**config.mk**
```make
export PLATFORM = sky130hd
export DESIGN_NAME = game_score_tracker_flat
export DESIGN_NICKNAME = d
export VERILOG_FILES = /design/src/rtl/game_score_tracker_if.sv /design/src/rtl/game_score_tracker.sv /design/src/flat_wrapper.sv
export SDC_FILE = /design/constraint.sdc
export NUM_CORES = 1
export LEC_CHECK = 0
export CAP_MARGIN = 10
export CORE_MARGIN = 2
export CORE_UTILIZATION = 47
export DETAILED_ROUTE_END_ITERATION = 8
export GPL_ROUTABILITY_DRIVEN = 0
export PLACE_DENSITY = 0.75
export SLEW_MARGIN = 20
export SYNTH_ARGS = -nofsm -noshare
export SYNTH_HDL_FRONTEND = slang
export SYNTH_SLANG_ARGS = --single-unit
export TNS_END_PERCENT = 30
```
**constraint.sdc**
```tcl
create_clock -name dclk -period 2.1 [get_ports dclk]
set_clock_uncertainty 0.1 [all_clocks]
set_input_delay 0.63 -clock dclk [delete_from_list [all_inputs] [get_ports dclk]]
set_output_delay 0.63 -clock dclk [all_outputs]
set_load 0.02 [all_outputs]
```
**src/rtl/game_score_tracker_if.sv**
```systemverilog
// Flag inputs and score/result outputs shared between the score tracker and
// its environment.
interface game_score_tracker_if #(
  parameter int ROUND_W = 8
);
  logic               winner_i;
  logic               loser_i;
  logic               restart_i;
  logic [3:0]         w_count;
  logic [3:0]         l_count;
  logic               game_over;
  logic [1:0]         who;
  logic               load_req;
  logic [ROUND_W-1:0] rounds;

  modport master (
    output winner_i, loser_i, restart_i,
    input  w_count, l_count, game_over, who, load_req, rounds
  );

  modport slave (
    input  winner_i, loser_i, restart_i,
    output w_count, l_count, game_over, who, load_req, rounds
  );
endinterface

```
**src/rtl/game_score_tracker.sv**
```systemverilog
// Win/loss tally and match lifecycle (PLAY -> OVER -> CLEAR) for the counter game.
//   state   | meaning
//   S_PLAY  | counting rising edges of winner/loser flags
//   S_OVER  | result held, tallies frozen, hold timer running
//   S_CLEAR | one cycle: tallies zeroed, counter reload requested
module game_score_tracker #(
  parameter int MAX_SCORE   = 15,
  parameter int HOLD_CYCLES = 8,
  parameter int ROUND_W     = 8
) (
  input  logic                 dclk,
  input  logic                 arstn,
  game_score_tracker_if.slave  bus
);

  localparam int         HOLD_W = $clog2(HOLD_CYCLES + 1);
  localparam logic [3:0] MAX_V  = 4'(MAX_SCORE);

  typedef enum logic [1:0] {
    S_PLAY  = 2'd0,
    S_OVER  = 2'd1,
    S_CLEAR = 2'd2
  } state_t;

  state_t              state, state_n;
  logic [3:0]          w_q, w_n, l_q, l_n;
  logic [1:0]          who_q, who_n;
  logic [ROUND_W-1:0]  rounds_q, rounds_n;
  logic [HOLD_W-1:0]   hold_q, hold_n;
  logic                go_q, go_n, lr_q, lr_n;
  logic                win_prev, lose_prev;
  logic                win_ev, lose_ev;

  assign win_ev  = bus.winner_i & ~win_prev;
  assign lose_ev = bus.loser_i  & ~lose_prev;

  always_ff @(posedge dclk or negedge arstn) begin
    if (!arstn) begin
      state     <= S_PLAY;
      w_q       <= '0;
      l_q       <= '0;
      who_q     <= '0;
      rounds_q  <= '0;
      hold_q    <= '0;
      go_q      <= 1'b0;
      lr_q      <= 1'b0;
      win_prev  <= 1'b0;
      lose_prev <= 1'b0;
    end else begin
      state     <= state_n;
      w_q       <= w_n;
      l_q       <= l_n;
      who_q     <= who_n;
      rounds_q  <= rounds_n;
      hold_q    <= hold_n;
      go_q      <= go_n;
      lr_q      <= lr_n;
      win_prev  <= bus.winner_i;
      lose_prev <= bus.loser_i;
    end
  end

  always_comb begin
    state_n  = state;
    w_n      = w_q;
    l_n      = l_q;
    who_n    = who_q;
    rounds_n = rounds_q;
    hold_n   = hold_q;
    case (state)
      S_PLAY: begin
        if (win_ev  && (w_q < MAX_V)) w_n = w_q + 4'd1;
        if (lose_ev && (l_q < MAX_V)) l_n = l_q + 4'd1;
        // Reaching MAX wins over a same-cycle restart request.
        if ((w_n == MAX_V) || (l_n == MAX_V)) begin
          state_n  = S_OVER;
          rounds_n = rounds_q + 1'b1;
          hold_n   = HOLD_W'(HOLD_CYCLES);
          who_n    = {w_n == MAX_V, l_n == MAX_V};
        end else if (bus.restart_i) begin
          state_n = S_CLEAR;
          w_n     = '0;
          l_n     = '0;
          who_n   = '0;
        end
      end
      S_OVER: begin
        if (hold_q != '0) hold_n = hold_q - 1'b1;
        if (bus.restart_i && (hold_q == '0)) begin
          state_n = S_CLEAR;
          w_n     = '0;
          l_n     = '0;
          who_n   = '0;
        end
      end
      S_CLEAR: begin
        state_n = S_PLAY;
      end
      default: begin
        state_n = S_PLAY;
      end
    endcase
    go_n = (state_n == S_OVER);
    lr_n = (state_n == S_CLEAR);
  end

  assign bus.w_count   = w_q;
  assign bus.l_count   = l_q;
  assign bus.who       = who_q;
  assign bus.rounds    = rounds_q;
  assign bus.game_over = go_q;
  assign bus.load_req  = lr_q;

endmodule

```
**src/flat_wrapper.sv**
```systemverilog
// flat-port wrapper written by rule: the top's interface ports become plain ports
module game_score_tracker_flat 
#(
  parameter int MAX_SCORE   = 15,
  parameter int HOLD_CYCLES = 8,
  parameter int ROUND_W     = 8
)
  (dclk, arstn, bus_winner_i, bus_loser_i, bus_restart_i, bus_w_count, bus_l_count, bus_game_over, bus_who, bus_load_req, bus_rounds);
  game_score_tracker_if #(.ROUND_W(ROUND_W)) bus_i ();
  input  logic dclk;
  input  logic arstn;
  input wire logic [$bits(bus_i.winner_i)-1:0] bus_winner_i;
  input wire logic [$bits(bus_i.loser_i)-1:0] bus_loser_i;
  input wire logic [$bits(bus_i.restart_i)-1:0] bus_restart_i;
  output wire logic [$bits(bus_i.w_count)-1:0] bus_w_count;
  output wire logic [$bits(bus_i.l_count)-1:0] bus_l_count;
  output wire logic [$bits(bus_i.game_over)-1:0] bus_game_over;
  output wire logic [$bits(bus_i.who)-1:0] bus_who;
  output wire logic [$bits(bus_i.load_req)-1:0] bus_load_req;
  output wire logic [$bits(bus_i.rounds)-1:0] bus_rounds;
  assign bus_i.winner_i = bus_winner_i;
  assign bus_i.loser_i = bus_loser_i;
  assign bus_i.restart_i = bus_restart_i;
  assign bus_w_count = bus_i.w_count;
  assign bus_l_count = bus_i.l_count;
  assign bus_game_over = bus_i.game_over;
  assign bus_who = bus_i.who;
  assign bus_load_req = bus_i.load_req;
  assign bus_rounds = bus_i.rounds;
  game_score_tracker #(.MAX_SCORE(MAX_SCORE), .HOLD_CYCLES(HOLD_CYCLES), .ROUND_W(ROUND_W)) u_core (.dclk(dclk), .arstn(arstn), .bus(bus_i));
endmodule
```
==> impl_metrics.py <==
metrics = {
    "pwr": {
        "cellLeakagePower_nw": 1.07,
        "p_per_area_mw_per_mm2": 490,
        "peakVddDrop_mv": 0.262,
    },
    "global_route": {
        "grt_pass1_vias": 1366,
        "overflow": 0,
        "grt_start_max_net_pins": 29,
        "antenna_found_initial": 0,
        "grt_pass1_wl_um": 6020,
        "grt_use_total_pct": 22.5,
    },
    "setup_path": {
        "worstSetupStartpoint": "u_core.bus.l_count[1]",
        "worstPathMaxFanout": 11,
        "path_class": "register to register",
        "path_delay_family": "compound AO/OA/AOI/OAI gates",
        "path_buf_inv": 1,
        "cp.arrival_ns": 2.29,
        "startpoint_type": "register",
        "cp_slowest_cell": "dfrtp_2",
        "r2r_start": "u_core.bus.l_count[1]",
        "worst_setup_path_end_kind": "register",
        "crit_path_max_incr_delay_ns": 0.47,
        "cp_cell_sequence": "ha_4, nand2_4, nor4b_4, o32ai_2, buf_4, a31o_4, o21ai_2, mux2_4",
        "crit_required_ns": 2.24,
    },
    "min_path": {
        "hp-class": "register to register",
        "min-delay-start": "u_core.bus.rounds[7]",
    },
    "logic_synthesis": {
        "ys_top_cells_by_area": "dfrtp_1, nand2_1, xnor2_1, ha_1, a31o_2",
        "synth_fp_nets": 158,
        "synth_enable_flop_cells": 0,
        "ys_seq_area_share_pct": 47.5,
        "synth_ff_type": "dfrtp_1",
        "synth_area_sq_mm": 0.00148,
        "synth_top_area_share_pct": 47.5,
        "synth_cells": 149,
        "yosys.area.top_type": "dfrtp_1",
        "synthArstFlopShare_pct": 100,
        "ys_warn_count": 0,
        "netlist-cell-type-count": 43,
        "syn_avg_cell_area_sq_um": 9.91,
        "ys_seq_elements": 28,
    },
    "detailed_routing": {
        "viasPerCell": 5.50,
        "ant_nets": 0,
        "wl_um": 3430,
        "drtIter0Drc": 74,
        "dr.pass1.iters": 4,
        "post-route-drc-count": 0,
        "vias": 1315,
        "wl_per_cell_um": 14.3,
    },
    "status": {
        "violations": "setup timing",
        "outcome": "finished with violations",
    },
    "die": {
        "design.die.area_sq_mm": 0.00361,
        "die_x_um": 60.0,
        "rows": 20,
        "initial_core_util_pct": 48.8,
        "core_area_sq_mm": 0.00303,
        "die_h_um": 60.0,
        "io_pins": 25,
    },
    "cts": {
        "cts_sinks": 28,
        "clockRootBuffer": "clkbuf_4",
        "hold_buffers": 0,
        "clockBufferDepth": 2,
        "h-tree-depth": 1,
        "cts_made_buffers": 3,
        "cts_tree": "done",
        "clock_latency_ns": 0.35,
        "clk_pin_slew_ns": 0.16,
    },
    "cells_and_area": {
        "fillers": 231,
        "drive_gt1_share_pct": 31.3,
        "diodes": 0,
        "final_util_pct": 71.4,
        "fin_area_sq_mm": 0.00216,
        "layout_common_cells": "dfrtp_1, dlygate4sd2_1, buf_4",
        "final_common_cell": "dfrtp_1",
        "num-nets-final": 205,
        "area_delta_synth_final_pct": 46.4,
    },
    "sta": {
        "slew_headroom_pct": 76.6,
        "fin_crit_ns": 2.14,
        "grt_setup_unrepaired": "yes",
        "tightest_slew_ns": 0.352,
        "setup_tns_ns": -0.141,
        "drv_slew": 0,
        "setup_ws_ns": -0.0440,
        "setup_viol": 6,
        "fin_crit_sh_pct": 102,
        "fmax_mhz": 466,
        "hold_viol_final": 0,
    },
    "placed_design": {
        "pre_cts_ws_ns": -0.601,
        "io_buffers": 24,
        "postPlaceCellArea_sq_mm": 0.00191,
        "dpl.hpwl_um": 2290,
    },
    "flow_run": {
        "maxCapViolCount": 0,
    },
}
synthesized netlist by cell type (2+ instances only):
cell type / instances
dfrtp_1: 28
nand2_1: 17
inv_1: 8
xnor2_1: 7
a21oi_1: 6
nor2_1: 6
nor3_1: 6
o21ai_0: 6
nand3_1: 5
nor2b_1: 5
a31o_2: 4
and3_1: 4
ha_1: 4
mux2_2: 3
nand4_1: 3
a21o_1: 2
a22o_1: 2
and4_1: 2
buf_2: 2
nand2b_1: 2
nor3b_1: 2
o21a_1: 2
o21ai_1: 2
o22ai_1: 2
report_power, final:
part | total, mW | internal [mW] | switching [mW]
clock network | 0.361 | 0.194 | 0.167
logic | 0.137 | 0.0655 | 0.0718
registers | 0.561 | 0.550 | 0.0108
total | 1.06 | 0.809 | 0.250
final timing paths:
check                                        endpoint  slack, ns  depth (start not counted)
worst min-delay path             u_core.bus.rounds[7]       0.39                          1
max in group asynchronous       u_core.bus.l_count[0]       1.08                          2
min in group asynchronous        u_core.bus.rounds[4]       0.53                          2
worst min register to register   u_core.bus.rounds[7]       0.39                          1
worst max register to register  u_core.bus.l_count[0]      -0.04                          8
worst max-delay path            u_core.bus.l_count[0]      -0.04                          8
cell families (layout without fill, tap and decap cells):
family                   after synthesis  after routing  synth area share, %
AO/OA/AOI/OAI                         34             34                 16.0
XOR/XNOR                               8              8                 4.75
adder cells (fa/ha/maj)                4              4                 3.39
buffers and inverters                 12             58                 3.73
flip-flops                            28             28                 47.5
multiplexers                           3              3                 2.29
AND/OR/NAND/NOR                       60             60                 22.4
final cells by class:
type                       instances  area, sq um  area share (%)
tap                               44         55.1            2.55
multi-input combinational        109          898            41.6
inverter                           8         30.0            1.39
sequential                        28          707            32.7
clock inverter                     1         30.0            1.39
timing repair buffer              46          418            19.3
clock buffer                       3         22.5            1.04
metrics by stage:
stage          total power [mW]  std cells  hold slack, ns
3_5_place_dp              0.687        228           0.377
3_3_place_gp              0.685        228           0.358
5_1_grt                    1.10        239           0.413
2_1_floorplan             0.629        149           0.234
4_1_cts                    1.06        239           0.398
6_report                   1.06        239           0.386
registers in the layout, indices dropped and copies added, names as in the netlist:
| signal | count |
|---|---|
| u_core.bus.rounds | 8 |
| u_core.bus.w_count | 4 |
| u_core.lose_prev | 1 |
| u_core.bus.who | 2 |
| u_core.bus.game_over | 1 |
| u_core.state | 2 |
| u_core.bus.l_count | 4 |
| u_core.win_prev | 1 |
| u_core.bus.load_req | 1 |
| u_core.hold_q | 4 |
timing repair:
action                     4_1_cts  5_1_grt
setup buffers                    7        0
pin swaps                       10       10
setup endpoints to repair       38       28
resized for setup               38       19
per-layer routing:
layer / GRT usage (%) / wire length (um)
met1: 26.6 / 1430
met2: 40.7 / 1810
met3: 2.81 / 120
met4: 8.89 / 67
met5: 0 / 0
(Power assumes the default switching activity.)
